<file path="config.mk">
export PLATFORM = sky130hd
export DESIGN_NAME = hazard_forward_unit
export DESIGN_NICKNAME = d
export VERILOG_FILES = /design/src/rtl/pipe_pkg.sv /design/src/rtl/fwd_compare.sv /design/src/rtl/hazard_forward_unit.sv
export SDC_FILE = /design/constraint.sdc
export NUM_CORES = 1
export LEC_CHECK = 0
export BUFFER_PORTS_ARGS = -buffer_cell sky130_fd_sc_hd__buf_2
export CAP_MARGIN = 40
export CORE_MARGIN = 10
export CORE_UTILIZATION = 50
export CTS_BUF_LIST = sky130_fd_sc_hd__clkbuf_4
export CTS_CLUSTER_SIZE = 16
export DETAILED_ROUTE_END_ITERATION = 16
export PLACE_DENSITY_LB_ADDON = 0.3
export SLEW_MARGIN = 20
export SYNTH_ARGS = -nofsm -noshare
export SYNTH_HDL_FRONTEND = slang
export SYNTH_HIERARCHICAL = 1
export SYNTH_SLANG_ARGS = --single-unit
</file>
<file path="constraint.sdc">
create_clock -name clk -period 2 [get_ports clk]
set_input_delay 0.5 -clock clk [delete_from_list [all_inputs] [get_ports clk]]
set_output_delay 0.5 -clock clk [all_outputs]
set_load 0.03 [all_outputs]
</file>
<file path="src/rtl/pipe_pkg.sv">
// Shared definitions for the pipeline hazard/forwarding logic: mux select
// encodings, FSM states and the hard-wired zero register.
package pipe_pkg;

    localparam logic [1:0] FWD_RF    = 2'b00;
    localparam logic [1:0] FWD_EXMEM = 2'b01;
    localparam logic [1:0] FWD_MEMWB = 2'b10;
    localparam logic [1:0] FWD_IMM   = 2'b11;

    localparam logic [4:0] REG_ZERO = 5'd0;

    typedef enum logic [1:0] {
        S_RUN     = 2'd0,
        S_LDSTALL = 2'd1,
        S_MEMWAIT = 2'd2
    } state_e;

endpackage

</file>
<file path="src/rtl/fwd_compare.sv">
// Per-operand forwarding select: immediate, then EX/MEM, then MEM/WB, else the
// register file. A load sitting in MEM is never forwarded from EX/MEM.
module fwd_compare
    import pipe_pkg::*;
#(
    parameter int unsigned REG_AW = 5
) (
    input  logic [REG_AW-1:0] src_i,
    input  logic [REG_AW-1:0] mem_rd_i,
    input  logic              mem_wr_i,
    input  logic              mem_ld_i,
    input  logic [REG_AW-1:0] wb_rd_i,
    input  logic              wb_wr_i,
    input  logic              use_imm_i,
    output logic [1:0]        sel_o
);

    always_comb begin
        sel_o = FWD_RF;
        if (use_imm_i) begin
            sel_o = FWD_IMM;
        end else if (mem_wr_i && !mem_ld_i && (mem_rd_i != REG_ZERO) && (mem_rd_i == src_i)) begin
            sel_o = FWD_EXMEM;
        end else if (wb_wr_i && (wb_rd_i != REG_ZERO) && (wb_rd_i == src_i)) begin
            sel_o = FWD_MEMWB;
        end
    end

endmodule

</file>
<file path="src/rtl/hazard_forward_unit.sv">
// Hazard/forwarding controller for the 5-stage MIPS pipeline.
// Define HAZARD_STATS_EN to add saturating LDSTALL / MEMWAIT cycle counters.
module hazard_forward_unit
    import pipe_pkg::*;
#(
    parameter int unsigned REG_AW = 5
`ifdef HAZARD_STATS_EN
    ,
    parameter int unsigned STALL_CNT_W = 16
`endif
) (
    input  logic              clk,
    input  logic              rst_n,
    input  logic [REG_AW-1:0] id_rs,
    input  logic [REG_AW-1:0] id_rt,
    input  logic              id_use_rs,
    input  logic              id_use_rt,
    input  logic [REG_AW-1:0] ex_rs,
    input  logic [REG_AW-1:0] ex_rt,
    input  logic              ex_use_imm,
    input  logic [REG_AW-1:0] ex_rd,
    input  logic              ex_regwrite,
    input  logic              ex_memread,
    input  logic              mem_stall,
    output logic [1:0]        fwd_sel_a,
    output logic [1:0]        fwd_sel_b,
    output logic              stall_pc,
    output logic              bubble_id_ex,
    output logic              freeze
`ifdef HAZARD_STATS_EN
    ,
    output logic [STALL_CNT_W-1:0] stat_ldstall,
    output logic [STALL_CNT_W-1:0] stat_memwait
`endif
);

    state_e            state_q, state_d;
    logic [REG_AW-1:0] mem_rd_q, wb_rd_q;
    logic              mem_wr_q, mem_ld_q, wb_wr_q;
    logic              load_use;
    logic              freeze_c, stall_c, bubble_c;
    logic [1:0]        sel_a, sel_b;

    assign load_use = ex_memread && ex_regwrite && (ex_rd != REG_ZERO) &&
                      ((id_use_rs && (id_rs == ex_rd)) || (id_use_rt && (id_rt == ex_rd)));

    // The release cycle of MEMWAIT is already a running cycle, so it
    // re-evaluates load-use exactly like RUN.
    always_comb begin
        state_d  = state_q;
        freeze_c = mem_stall;
        stall_c  = 1'b0;
        bubble_c = 1'b0;
        unique case (state_q)
            S_RUN, S_MEMWAIT: begin
                if (mem_stall) begin
                    state_d = S_MEMWAIT;
                end else if (load_use) begin
                    state_d  = S_LDSTALL;
                    stall_c  = 1'b1;
                    bubble_c = 1'b1;
                end else begin
                    state_d = S_RUN;
                end
            end
            S_LDSTALL: begin
                if (!mem_stall) state_d = S_RUN;
            end
            default: state_d = S_RUN;
        endcase
    end

    always_ff @(posedge clk or negedge rst_n) begin
        if (!rst_n) begin
            state_q  <= S_RUN;
            mem_rd_q <= '0;
            mem_wr_q <= 1'b0;
            mem_ld_q <= 1'b0;
            wb_rd_q  <= '0;
            wb_wr_q  <= 1'b0;
        end else begin
            state_q <= state_d;
            if (!freeze_c) begin
                mem_rd_q <= ex_rd;
                // While in LDSTALL the EX stage holds the inserted bubble.
                mem_wr_q <= (state_q == S_LDSTALL) ? 1'b0 : ex_regwrite;
                mem_ld_q <= (state_q == S_LDSTALL) ? 1'b0 : ex_memread;
                wb_rd_q  <= mem_rd_q;
                wb_wr_q  <= mem_wr_q;
            end
        end
    end

    fwd_compare #(.REG_AW(REG_AW)) u_fwd_a (
        .src_i     (ex_rs),
        .mem_rd_i  (mem_rd_q),
        .mem_wr_i  (mem_wr_q),
        .mem_ld_i  (mem_ld_q),
        .wb_rd_i   (wb_rd_q),
        .wb_wr_i   (wb_wr_q),
        .use_imm_i (1'b0),
        .sel_o     (sel_a)
    );

    fwd_compare #(.REG_AW(REG_AW)) u_fwd_b (
        .src_i     (ex_rt),
        .mem_rd_i  (mem_rd_q),
        .mem_wr_i  (mem_wr_q),
        .mem_ld_i  (mem_ld_q),
        .wb_rd_i   (wb_rd_q),
        .wb_wr_i   (wb_wr_q),
        .use_imm_i (ex_use_imm),
        .sel_o     (sel_b)
    );

    // Outputs are forced low for the whole time reset is asserted.
    assign fwd_sel_a    = rst_n ? sel_a : FWD_RF;
    assign fwd_sel_b    = rst_n ? sel_b : FWD_RF;
    assign stall_pc     = rst_n & stall_c;
    assign bubble_id_ex = rst_n & bubble_c;
    assign freeze       = rst_n & freeze_c;

`ifdef HAZARD_STATS_EN
    localparam logic [STALL_CNT_W-1:0] CNT_ONE = {{(STALL_CNT_W-1){1'b0}}, 1'b1};

    logic [STALL_CNT_W-1:0] ldstall_cnt_q, memwait_cnt_q;

    always_ff @(posedge clk or negedge rst_n) begin
        if (!rst_n) begin
            ldstall_cnt_q <= '0;
            memwait_cnt_q <= '0;
        end else begin
            if ((state_q == S_LDSTALL) && !(&ldstall_cnt_q)) ldstall_cnt_q <= ldstall_cnt_q + CNT_ONE;
            if (freeze_c && !(&memwait_cnt_q)) memwait_cnt_q <= memwait_cnt_q + CNT_ONE;
        end
    end

    assign stat_ldstall = ldstall_cnt_q;
    assign stat_memwait = memwait_cnt_q;
`endif

endmodule

</file>
After elaboration in Yosys (flattened, before gate mapping)
Cells that the tools add are included.
- div/mod/pow operators: 0
- reductions and logical operators: 19
- bitwise operators: 2
- add/sub/neg operators: 0
- equal/unequal tests: 9
- muxes and demuxes: 16
- $lt $le $gt $ge: 0
- $mul: 0
- shifts and indexed selects: 0
- operators with widths (operator ; number):
    $eq 5x5->1 ; 6
    $mux 2 ; 9
    $reduce_bool 5->1 ; 3
    $logic_and 1x1->1 ; 12
    $mux 1 ; 6
    $pmux 2 s2 ; 1
    $and 1x1->1 ; 2
    $eq 2x1->1 const B ; 1
    $eq 2x2->1 const B ; 1
    $logic_not 2->1 ; 1
    $ne 2x2->1 const B ; 1
    $reduce_or 2->1 ; 1
    $logic_not 1->1 ; 1
    $logic_or 1x1->1 ; 1
- output and inout bits: 7
- memory bits (read-only): 0
- memories kept: 0
- latch bits: 0
- logic and storage cells: 52
- input port bits: 33
- RAM bits: 0
- bits in registers: 15

Depth between registers and ports, before layout
Gate-level depths: netlist of the first run.
- depth in word-level cells: 8
- depth in mapped cells: 5
- gate-level depth less buffers: 5

Hierarchy
The synthesis of the first run kept the hierarchy.
- modules (own cells, without submodules) (module ; cells each ; sequential area each (um^2) ; area each (um^2) ; instances):
    hazard_forward_unit ; 64 ; 375.4 ; 749.5 ; 1
    fwd_compare ; 20 ; 0.0 ; 156.4 ; 2

Worst setup path after synthesis of the first run
OpenSTA, ideal clock, no wires.
- kind: input -> output
- from: input port ex_rd[3]
- to: output port stall_pc
- setup slack: -0.319 ns
- data arrival time: 1.819 ns
- cell stages on the path: 5
- buffers on the path: 1
- required time: 1.500 ns
- path through: xor2_1 -> nor4_1 -> a32oi_1 -> nor3b_2 -> buf_4
- longest elaborated chain between the ends: 8
- ends and longest elaborated chain (element ; line ; RTL):
    start: declaration ; hazard_forward_unit.sv:21 ; input logic [REG_AW-1:0] ex_rd,
    $eq 5x5->1 ; hazard_forward_unit.sv:45 ; ((id_use_rs && (id_rs == ex_rd)) || (id_use_rt && (id_rt == ex_rd)));
    $logic_and 1x1->1 ; hazard_forward_unit.sv:45 ;
    $logic_or 1x1->1 ; hazard_forward_unit.sv:45 ;
    $logic_and 1x1->1 (*) ; hazard_forward_unit.sv:44 ; assign load_use = ex_memread && ex_regwrite && (ex_rd != REG_ZERO) &&
    $mux 1 (*) (3 in a row) ; n/a ;
    $and 1x1->1 (*) ; n/a ;
    end: declaration ; hazard_forward_unit.sv:27 ; output logic stall_pc,
Every way passes the cells marked *; elsewhere a longest branch is shown, timed or not.

Final worst setup path of the first run
- from: register wb_rd_q[4]
- to: output port fwd_sel_a[1]
- longest elaborated chain between the ends: 6
- ends and longest elaborated chain (element ; line ; RTL):
    start: declaration ; hazard_forward_unit.sv:38 ; logic [REG_AW-1:0] mem_rd_q, wb_rd_q;
    start signal: assignment ; hazard_forward_unit.sv:88 ; wb_rd_q <= mem_rd_q;
    $reduce_bool 5->1 ; fwd_compare.sv:24 ; end else if (wb_wr_i && (wb_rd_i != REG_ZERO) && (wb_rd_i == src_i)) begin
    $logic_and 1x1->1 ; fwd_compare.sv:24 ;
    $logic_and 1x1->1 (*) ; fwd_compare.sv:24 ;
    $mux 2 (*) ; fwd_compare.sv:24 ;
    $mux 2 (*) ; fwd_compare.sv:22 ; end else if (mem_wr_i && !mem_ld_i && (mem_rd_i != REG_ZERO) && (mem_rd_i == src_i)) begin
    via sel_a[1] ; hazard_forward_unit.sv:42 ; logic [1:0] sel_a, sel_b;
    $mux 2 (*) ; hazard_forward_unit.sv:117 ; assign fwd_sel_a = rst_n ? sel_a : FWD_RF;
    end: declaration ; hazard_forward_unit.sv:25 ; output logic [1:0] fwd_sel_a,
Mark *: on every way through the listed nets, which the timed path passes. The rest lies on a longest branch.

==> metrics.md, run 1 <==
| Metric | Value |
|---|---|
| Count of routing violations after the opening detailed-route iteration | 34 |
| Skew-Pair Late Insertion Delay | about 0.27 ns |
| Wire length of the first global-routing pass | a little over 5 mm |
| Core Util, Final | 0.806 |
| CTS Root Cell | clkbuf_4 |
| Post-route fraction of the period consumed by the critical path | 1.16 |
| FP Rows | 16 |
| Detailed Routing Iterations Pass 1 | 4 |
| Mapped Cells | 104 |
| Leakage power figure | approximately 0.00074 uW |
| Dpl hpwl | 2.48 mm |
| Clock tree skew after final layout | 0.00445 ns |
| Setup crit start kind | register |
| Total overflow reported by the global router | 0 |
| Cell area after synthesis | 1060 sq um |
| Largest net degree at the start of global routing | 18 |
| Kind of end point of the critical path | primary output |
| Power density of the placed cells | 534 nW/um^2 |
| Most common cell in the netlist | xor2_1 |
| Clock power share | 0.206 |
| Global-route usage over all layers | 0.146 |
| Highest cell delay on the worst timing path | around 0.43 ns |
| Number of sinks on the clock net | 15 |
| Highest ir drop seen on vdd | about 0.00047 V |
| Cts hold-fix bufs | 0 |
| Fmax | 0.430 GHz |
| Critical-path cell with the highest stage delay | dfrtp_1 |
| Max H-tree Level | 1 |
| Port Buf Inserts | 39 |
| Starting density of the core | 0.536 |
| Combinational group share of total power | 0.341 |
| Commonest cells in the synthesized netlist | 22 x xor2_1, 15 x dfrtp_1, 11 x mux2_2 |
| Final nets | 199 |
| Routed length per placed instance | 16.1 um |
| Via-to-Cell Ratio | 5.40 |
| Worst setup slack before clock tree synthesis | -0.312 ns |
| Setup repair after global routing missed its margin | true |
| Hold slack | about 0.11 ns |
| Start point of the critical path | wb_rd_q[4] |
| Worst Setup Slack, final | -0.326 ns |
| Post-synth top flop | dfrtp_1 |
| Met2 WL post-DR | 1.57 mm |
| Synth Register Bits | 15 |
| Overall via count from detail_route | about 1,000 |
| Data arrival, critical path | 1.83 ns |
| Sequential area share after synthesis | 0.353 |
| Biggest area contributors in the synthesized netlist | dfrtp_1 35%, xor2_1 18%, mux2_2 12% |
| Signed area change from the synthesized netlist to the final layout | 50.3% |
| Time the final worst path needs with I/O delays and setup | 2.33 ns |
| Die outline area | about 4400 sq um |
| Clock-pin slew reported for the worst setup and hold paths after clock tree synthesis | 0.08 ns |
| Largest buffer count on any clock path | 2 |
| Die boundary width | 66.1 um |
| Hold WC Path Type | in2async |
| DR top layer | met4 |
| Category of the critical setup timing path | reg2out |
| Internal power contribution | between 500 and 600 uW |
| Switching power of the nets | 265 uW |
| Biggest fanout along the worst timing path | 4 |
| Residual antenna-violating net count after detailed routing | 0 |
| Fin. Hold Viols | 0 |
| Share of final-layout standard cells stronger than drive strength 1 | 0.570 |
| Max Cap Viol | 0 |
| Reg-to-Reg Start | state_q[0] |
| Top cell type by total area after synthesis | dfrtp_1 |
| Number of antenna violations at the first check in global routing | 0 |
| Cells traversed along the worst timing path | nor2_2, o41ai_2, a2111oi_2, a41o_1, and2_1, buf_6 |
| Number of distinct standard cells referenced by the synthesized netlist | 27 |
| Number of design rule violations left after detail routing | 0 |
| TritonCTS clock tree | done |
| Number of placed instances, taps included | between 150 and 200 |
| Vias in the first global route | 1,154 |
| Reg power frac | 0.453 |
| Overall routed net length | 3.10 mm |
| Non-Filler Instances | 192 |
| Failing checks | setup timing |
| Area share of the largest cell type after synthesis | 0.353 |
| Core outline area | 1980 sq um |
| CP bufs+invs | 1 |
| Number of inserted diodes | 0 |
| Total count of max-transition violations in the final report | 0 |
| Required @ worst endpoint | 1.50 ns |
| Routed met3 length | around 220 um |
| Total of warnings raised by yosys | 6 |
| Async set-or-reset flop fraction in the synthesized netlist | 1.00 |
| Largest delay contributor family on the critical path | compound AO/OA/AOI/OAI gates |
| Vertical extent of the die | 66.1 um |
| Final setup violation count | 6 |
| Weighted congestion reported at the end of routability-driven placement | 0.931 |
| Total I/O pin count | 40 |
| WL met1 | around 1.2 mm |
| Number of enable flip-flop cells after synthesis | 0 |
| Avg Cell Area, Syn | 10.2 sq um |
| Switching part of the total | 0.311 |
| Run status | finished, violations left |
| Total CTS buffers | 3 |
[path summary, 6_finish.rpt]
kind / cells after the start / to / slack (ns)
worst max-delay path: 6 / fwd_sel_a[1] / -0.33
worst min-delay path: 1 / wb_wr_q / 0.11
worst max register to register: 3 / state_q[0] / 0.97
worst min register to register: 1 / state_q[1] / 0.48
max in group asynchronous: 2 / mem_rd_q[2] / 1.49
min in group clk: 1 / state_q[1] / 0.48
[metrics by stage]
step,instance area (sq um),setup TNS [ns],power [uW]
floorplan,1080,-0.168,508
global placement,1400,-0.990,616
detailed placement,1400,-1.26,631
CTS,1550,-1.53,839
global route,1600,-2.07,899
finish,1600,-1.42,853
[registers in the layout, summed over array words and instances, names as in the netlist]
name,flops
state_q,2
mem_ld_q,1
wb_wr_q,1
mem_rd_q,5
wb_rd_q,5
mem_wr_q,1
[cells by family (layout without fill, tap and decap cells)]
group                  after synthesis  in the layout  share of synthesized area
buffers and inverters                4             64                     0.0200
flip-flops                          15             15                      0.353
AO/OA/AOI/OAI                       13             13                      0.100
multiplexers                        11             11                      0.117
other                                1              2                    0.00353
XOR/XNOR                            26             26                      0.214
AND/OR/NAND/NOR                     34             34                      0.192
[power groups by stage]
stage               Clock [uW]  Combinational (uW)  Sequential [uW]
floorplan                    0                 135              373
global placement             0                 231              385
detailed placement           0                 243              388
CTS                        179                 275              385
global route               188                 319              392
finish                     176                 291              387
[final cells by class]
type	instances	area [sq um]
clock buffer	4	30.0
fill	130	385
inverter	1	3.75
multi-input combinational	86	732
sequential	15	380
tap	27	33.8
timing repair buffer	59	417
[layer usage]
metal | global-route usage | vias up
li1 | - | 495
met1 | 0.156 | 487
met2 | 0.261 | 44
met3 | 0.0441 | 10
met4 | 0.0602 | 0
met5 | 0 | -
[placed cells by master (no fill, tap or decap), types with 3 or more instances in the layout]
cell type   n
nand2_1     7
clkbuf_4    4
dfrtp_1    11
mux2_2     11
and2_4      3
dfrtp_2     4
buf_2      27
xnor2_1     4
xor2_1     22
buf_6      11
buf_4      21
nand2b_1    3
nor4_2      3
nor2_1      4
[timing repair]
action,in CTS,in global routing
resized for setup,27,10
pin swaps,12,9
setup endpoints to repair,6,6
setup buffers,3,1
Power figures use the tool's default switching activity.
==> run 2, diff against run 1 <==
--- a/config.mk
+++ b/config.mk
@@ -8,7 +8,7 @@
 export BUFFER_PORTS_ARGS = -buffer_cell sky130_fd_sc_hd__buf_2
 export CAP_MARGIN = 40
 export CORE_MARGIN = 10
-export CORE_UTILIZATION = 50
+export CORE_UTILIZATION = 35
 export CTS_BUF_LIST = sky130_fd_sc_hd__clkbuf_4
 export CTS_CLUSTER_SIZE = 16
 export DETAILED_ROUTE_END_ITERATION = 16
==> run 2 against run 1 <==
Against the previous run: the flow still finishes with violations (setup timing); clock-buffer cell count shrank 1; die area grew 29%; total power shrank 2.3%.
==> metrics.md, run 2 (synthesis results as in run 1) <==
| Metric | Value |
|---|---|
| Total count of max-transition violations in the final report | 0 |
| Internal power contribution | 570 uW |
| Dpl hpwl | 2.45 mm |
| Core Util, Final | 0.572 |
| Biggest fanout along the worst timing path | 5 |
| Hold WC Path Type | in2async |
| Most common cell after layout, fill and taps aside | buf_2 |
| Vertical extent of the die | about 75 um |
| Number of inserted diodes | 0 |
| Via-to-Cell Ratio | 4.87 |
| Cells traversed along the worst timing path | nor2_2, o41ai_1, a2111oi_1, a41o_1, and2_4, buf_6 |
| Final setup violation count | 6 |
| Fin. Hold Viols | 0 |
| Leakage power figure | ~0.00075 uW |
| Total I/O pin count | 40 |
| Global-route usage over all layers | 0.108 |
| Number of design rule violations left after detail routing | 0 |
| Number of antenna violations at the first check in global routing | 0 |
| Cts hold-fix bufs | 0 |
| CTS Root Cell | clkbuf_4 |
| Largest buffer count on any clock path | 2 |
| Overall via count from detail_route | 964 |
| Overall routed net length | 2.97 mm |
| Fmax | 0.436 GHz |
| Port Buf Inserts | 39 |
| Clock power share | 0.202 |
| Signed area change from the synthesized netlist to the final layout | 52.4% |
| Kind of end point of the critical path | primary output |
| Run status | finished, violations left |
| Category of the critical setup timing path | reg2out |
| Starting density of the core | 0.375 |
| Residual antenna-violating net count after detailed routing | 0 |
| Highest ir drop seen on vdd | 0.000223 V |
| Vias in the first global route | 1,088 |
| Wire length of the first global-routing pass | approximately 4.8 mm |
| Detailed Routing Iterations Pass 1 | 4 |
| Count of routing violations after the opening detailed-route iteration | 37 |
| Number of sinks on the clock net | 15 |
| Combinational group share of total power | 0.334 |
| Reg power frac | 0.464 |
| Switching part of the total | 0.316 |
| Final Cell Area | 1620 sq um |
| Skew-Pair Late Insertion Delay | ~0.28 ns |
| Post-route fraction of the period consumed by the critical path | 1.15 |
| Largest net degree at the start of global routing | 18 |
| Failing checks | setup timing |
| Top Registers | mem_rd_q x5, wb_rd_q x5, state_q x2 |
| Total CTS buffers | 3 |
| Clock-pin slew reported for the worst setup and hold paths after clock tree synthesis | about 0.09 ns |
| Setup crit start kind | register |
| Max Cap Viol | 0 |
| Data arrival, critical path | 1.80 ns |
| Leading cell types in the layout, fill and taps excluded | 27 x buf_2, 23 x buf_4, 21 x xor2_1 |
| Required @ worst endpoint | 1.50 ns |
| Share of final-layout standard cells stronger than drive strength 1 | 0.575 |
| Placed cell areas | 1440 sq um |
| Routed length per placed instance | 15.0 um |
| Core outline area | 2830 sq um |
| Time the final worst path needs with I/O delays and setup | 2.30 ns |
| Power density of the placed cells | around 500 nW/um^2 |
| Final nets | between 200 and 250 |
| FP Rows | 19 |
| Largest delay contributor family on the critical path | compound AO/OA/AOI/OAI gates |
| CP bufs+invs | 1 |
| Die outline area | 5640 sq um |
| Die boundary width | 75.1 um |
| TritonCTS clock tree | done |
| Count of filler cells inserted in the layout | 244 |
| Setup repair after global routing missed its margin | true |
| Aggregate negative setup slack | -1.40 ns |
| Highest cell delay on the worst timing path | 0.46 ns |
| Weighted congestion reported at the end of routability-driven placement | 0.837 |
| Critical-path cell with the highest stage delay | dfrtp_2 |
| Clock tree skew after final layout | 0.000361 ns |
| Internal reg-to-reg setup slack | 1.00 ns |
| Worst Setup Slack, final | -0.295 ns |
| Reg-to-Reg Start | mem_rd_q[3] |
| Switching power of the nets | ~260 uW |
| Max H-tree Level | 1 |
| Start point of the critical path | wb_rd_q[4] |
| Total overflow reported by the global router | 0 |
## run 2: path summary, 6_finish.rpt
check                          endpoint  cells past startpoint
max                        fwd_sel_a[1]                      6
min reg2reg                  state_q[1]                      1
max in group asynchronous   mem_rd_q[1]                      2
min in group clk               mem_wr_q                      3
min                         mem_rd_q[4]                      1
max reg2reg                  wb_rd_q[3]                      2
## run 2: worst reg2reg max path: cells and delay by family (launching register included)
family / cells / cell delay (ns)
multiplexers: 1 / 0.26
buffers and inverters: 1 / 0.17
flip-flops: 1 / 0.46
## run 2: power by group through the flow
stage               Sequential [uW]  Clock, uW  Combinational (uW)
floorplan                       373          0                 135
global placement                387          0                 236
detailed placement              389          0                 245
CTS                             387        176                 263
global route                    393        189                 306
finish                          387        168                 279
## run 2: what timing repair did
action                                 4_1_cts  5_1_grt
endpoints found under the hold margin        0        0
pin swaps                                   20       14
setup endpoints to repair                    6        6
setup buffers                                1        1
resized for setup                           26       12
## run 2: area by class of cell
class                           instances  area (sq um)  share of cell area
Inverter                                1          3.75             0.00232
Sequential cell                        15           380               0.235
Timing Repair Buffer                   61           435               0.269
Tap cell                               31          38.8              0.0240
Clock inverter                          1          5.00             0.00309
Clock buffer                            3          22.5              0.0139
Multi-Input combinational cell         86           733               0.453
## run 2: per-layer routing
layer	wire length [um]	up-vias	global-route usage
met5	0	-	0
met4	14	0	0.0315
met3	223	2	0.0368
met2	1530	33	0.202
met1	1200	435	0.111
li1	-	494	-
## run 2: metrics by stage
| step | setup WS [ns] | hold WS (ns) | std cells | total power [uW] |
|---|---|---|---|---|
| 5_1_grt | -0.399 | 0.0445 | 198 | 888 |
| 3_5_place_dp | -0.241 | 0.363 | 192 | 634 |
| 2_1_floorplan | -0.168 | 0.204 | 105 | 508 |
| 6_report | -0.295 | 0.0552 | 198 | 834 |
| 4_1_cts | -0.286 | 0.0485 | 197 | 826 |
| 3_3_place_gp | -0.218 | 0.357 | 192 | 623 |
==> run 3, diff against run 2 <==
--- a/config.mk
+++ b/config.mk
@@ -16,5 +16,4 @@
 export SLEW_MARGIN = 20
 export SYNTH_ARGS = -nofsm -noshare
 export SYNTH_HDL_FRONTEND = slang
-export SYNTH_HIERARCHICAL = 1
 export SYNTH_SLANG_ARGS = --single-unit
==> run 3 against run 2 <==
Against the previous run: the flow still finishes with violations (setup timing); synthesized cell count is 6.7% lower; flip-flop and latch count stayed put; sequential power decreased by 6.2%; routed wire length decreased by 9.1%; via count down 1.0%; largest cell class unchanged; highest routed layer is now met3.
==> metrics.md, run 3 <==
| Metric | Value |
|---|---|
| Run status | finished, violations left |
| Failing checks | setup timing |
| Category of the critical setup timing path | reg2out |
| Post-route fraction of the period consumed by the critical path | 1.20 |
| FP Rows | 19 |
| Commonest cells in the synthesized netlist | 16 x xor2_1, 15 x dfrtp_1, 14 x xnor2_1 |
| Post-synthesis compound-gate area fraction | 0.0674 |
| Share of final-layout standard cells stronger than drive strength 1 | 0.578 |
| Synth Register Bits | 15 |
| Wire length of the first global-routing pass | 4.44 mm |
| Aggregate negative setup slack | -1.76 ns |
| Total of warnings raised by yosys | 0 |
| Data arrival, critical path | 1.90 ns |
| Cell area after synthesis | around 1000 sq um |
| Final setup violation count | 6 |
| Max H-tree Level | 1 |
| Largest buffer count on any clock path | 2 |
| Post-synth top flop | dfrtp_1 |
| Top cell type by total area after synthesis | dfrtp_1 |
| Worst Setup Slack, final | -0.396 ns |
| Detailed Routing Iterations Pass 1 | 4 |
| Internal power contribution | 594 uW |
| Highest ir drop seen on vdd | 0.000278 V |
| Biggest fanout along the worst timing path | 2 |
| Total overflow reported by the global router | 0 |
| Signed area change from the synthesized netlist to the final layout | 62.9% |
| CTS Root Cell | clkbuf_4 |
| Leading cell types in the layout, fill and taps excluded | 30 x buf_4, 28 x buf_2, 16 x xor2_1 |
| Time the final worst path needs with I/O delays and setup | 2.40 ns |
| Number of enable flip-flop cells after synthesis | 0 |
| Clock-pin slew reported for the worst setup and hold paths after clock tree synthesis | roughly 0.09 ns |
| Critical path's most frequent cell | buf_4 |
| Switching power of the nets | around 260 uW |
| Hold WC Path Type | in2async |
| Routed length per placed instance | roughly 14 um |
| Total count of max-transition violations in the final report | 0 |
| Overall via count from detail_route | 954 |
| Main combinational cell family by area after synthesis | XOR/XNOR gates |
| Leakage power figure | 0.000767 uW |
| Number of placed instances, taps included | 191 |
| Total I/O pin count | 40 |
| Via-to-Cell Ratio | between 4 and 5 |
| Core outline area | 2760 sq um |
| Cts hold-fix bufs | 0 |
| Number of inserted diodes | 0 |
| Number of design rule violations left after detail routing | 0 |
| Weighted congestion reported at the end of routability-driven placement | 0.785 |
| Skew-Pair Late Insertion Delay | 0.27 ns |
| Residual antenna-violating net count after detailed routing | 0 |
| Setup crit start kind | register |
| Switching part of the total | 0.305 |
| Reg power frac | 0.425 |
| Max Cap Viol | 0 |
| Total CTS buffers | 3 |
| Clock power share | 0.190 |
| Met2 WL post-DR | 1.43 mm |
| Starting density of the core | 0.363 |
| Number of distinct standard cells referenced by the synthesized netlist | 25 |
| Combinational group share of total power | 0.385 |
| Cells traversed along the worst timing path | or4_4, o21ai_4, buf_4, nor4_2, and2_1, buf_4 |
| Area share of xor/xnor cells in the synthesized design | 0.262 |
| Port Buf Inserts | 39 |
| Mux contribution to synthesized area | 0.124 |
| Vertical extent of the die | 73.5 um |
| Area share of the largest cell type after synthesis | 0.375 |
| Sequential area share after synthesis | 0.375 |
| Kind of end point of the critical path | primary output |
| WL met1 | roughly 1.0 mm |
| DR top layer | met3 |
| TritonCTS clock tree | done |
| Headroom to the max-slew limit | 0.734 |
| Async set-or-reset flop fraction in the synthesized netlist | 1.00 |
| Clock tree skew after final layout | around 0.00013 ns |
| Final nets | 200 |
| Count of routing violations after the opening detailed-route iteration | 13 |
| Required @ worst endpoint | about 1.5 ns |
| Avg Cell Area, Syn | 10.3 sq um |
| Global-route usage over all layers | 0.0982 |
| Mapped Cells | 97 |
| Die boundary width | around 74 um |
| Routed met3 length | 238 um |
| Fmax | 0.417 GHz |
| Most common cell in the netlist | xor2_1 |
| Nets in the synthesized netlist | 130 |
| Setup repair after global routing missed its margin | true |
| Vias in the first global route | around 1,100 |
| Critical-path cell with the highest stage delay | or4_4 |
| Highest cell delay on the worst timing path | 0.55 ns |
| Slew @ Worst Pin | between 0.3 and 0.4 ns |
| Adder-Cell Fraction of Synth Area | 0 |
| Fin. Hold Viols | 0 |
| Core Util, Final | 0.592 |
| Number of antenna violations at the first check in global routing | 0 |
| Worst setup slack before clock tree synthesis | -0.266 ns |
| Most common cell after layout, fill and taps aside | buf_4 |
| Number of sinks on the clock net | 15 |
| Largest net degree at the start of global routing | 18 |
| Overall routed net length | 2.70 mm |
| Post-synthesis simple-gate area fraction | 0.154 |
| Non-Filler Instances | 197 |
| Biggest area contributors in the synthesized netlist | dfrtp_1 37%, xor2_1 14%, mux2_2 12% |
| Top Registers | mem_rd_q x5, wb_rd_q x5, state_q x2 |
| Die outline area | 5400 sq um |
| Power density of the placed cells | 523 nW/um^2 |
==> run 3: cell count changes after synthesis, sizes merged, moves of 3 or more <==
cell / previous run / this run
nor2: 5 / 1
xor2: 22 / 16
xnor2: 4 / 14
and2: 6 / 3
nand3: 0 / 5
==> run 3: timing repair <==
action	CTS	global route
setup endpoints to repair	6	6
gates resized for setup	18	11
setup buffers	2	0
pin swaps	3	4
==> run 3: worst max-delay path, delay by kind of cell (launching register included) <==
kind | cells | cell delay (ns)
buffers and inverters | 2 | 0.29
DFF | 1 | 0.38
and+or+nand+nor | 3 | 0.76
AOI/OAI and AO/OA | 1 | 0.19
==> run 3: final cells by class <==
type | count | area (sq um)
clock buffer | 3 | 22.5
fill | 250 | 1120
inverter | 1 | 3.75
multi-input combinational | 78 | 708
clock inverter | 1 | 5.00
tap | 31 | 38.8
sequential | 15 | 377
timing repair buffer | 68 | 478
==> run 3: per-stage QoR <==
| step | instance area, sq um | power, uW | hold WS (ns) |
|---|---|---|---|
| floorplan | 1050 | 521 | 0.204 |
| global placement | 1470 | 660 | 0.431 |
| detailed placement | 1470 | 669 | 0.441 |
| CTS | 1580 | 850 | 0.135 |
| global route | 1630 | 910 | 0.138 |
| finish | 1630 | 855 | 0.142 |
==> run 3: final timing paths <==
check                             from      endpoint  slack (ns)  cells past startpoint
setup / recovery           mem_rd_q[0]  fwd_sel_a[0]       -0.40                      6
hold / removal                   rst_n      mem_ld_q        0.14                      2
setup reg to reg            state_q[0]    state_q[0]        0.90                      4
hold reg to reg             state_q[0]    state_q[1]        0.46                      1
max in group asynchronous        rst_n   mem_rd_q[4]        1.50                      3
min in group clk            state_q[0]    state_q[1]        0.46                      1
==> run 3: routing by layer <==
metal,GRT usage,up-vias
met5,0,-
met4,0.0373,0
met3,0.0323,0
met2,0.180,35
met1,0.0998,436
li1,-,483
==> run 3: cells by family after synthesis <==
kind of cell | after synthesis
xor gates and xnor gates | 30
AOI/OAI and AO/OA | 9
muxes | 11
DFF | 15
and+or+nand+nor | 28
buffers and inverters | 4
==> run 3: power by group through the flow <==
stage / Sequential [uW] / Clock, uW / Combinational (uW)
2_1_floorplan: 372 / 0 / 148
3_3_place_gp: 367 / 0 / 293
3_5_place_dp: 368 / 0 / 300
4_1_cts: 362 / 173 / 314
5_1_grt: 369 / 183 / 358
6_report: 363 / 163 / 329
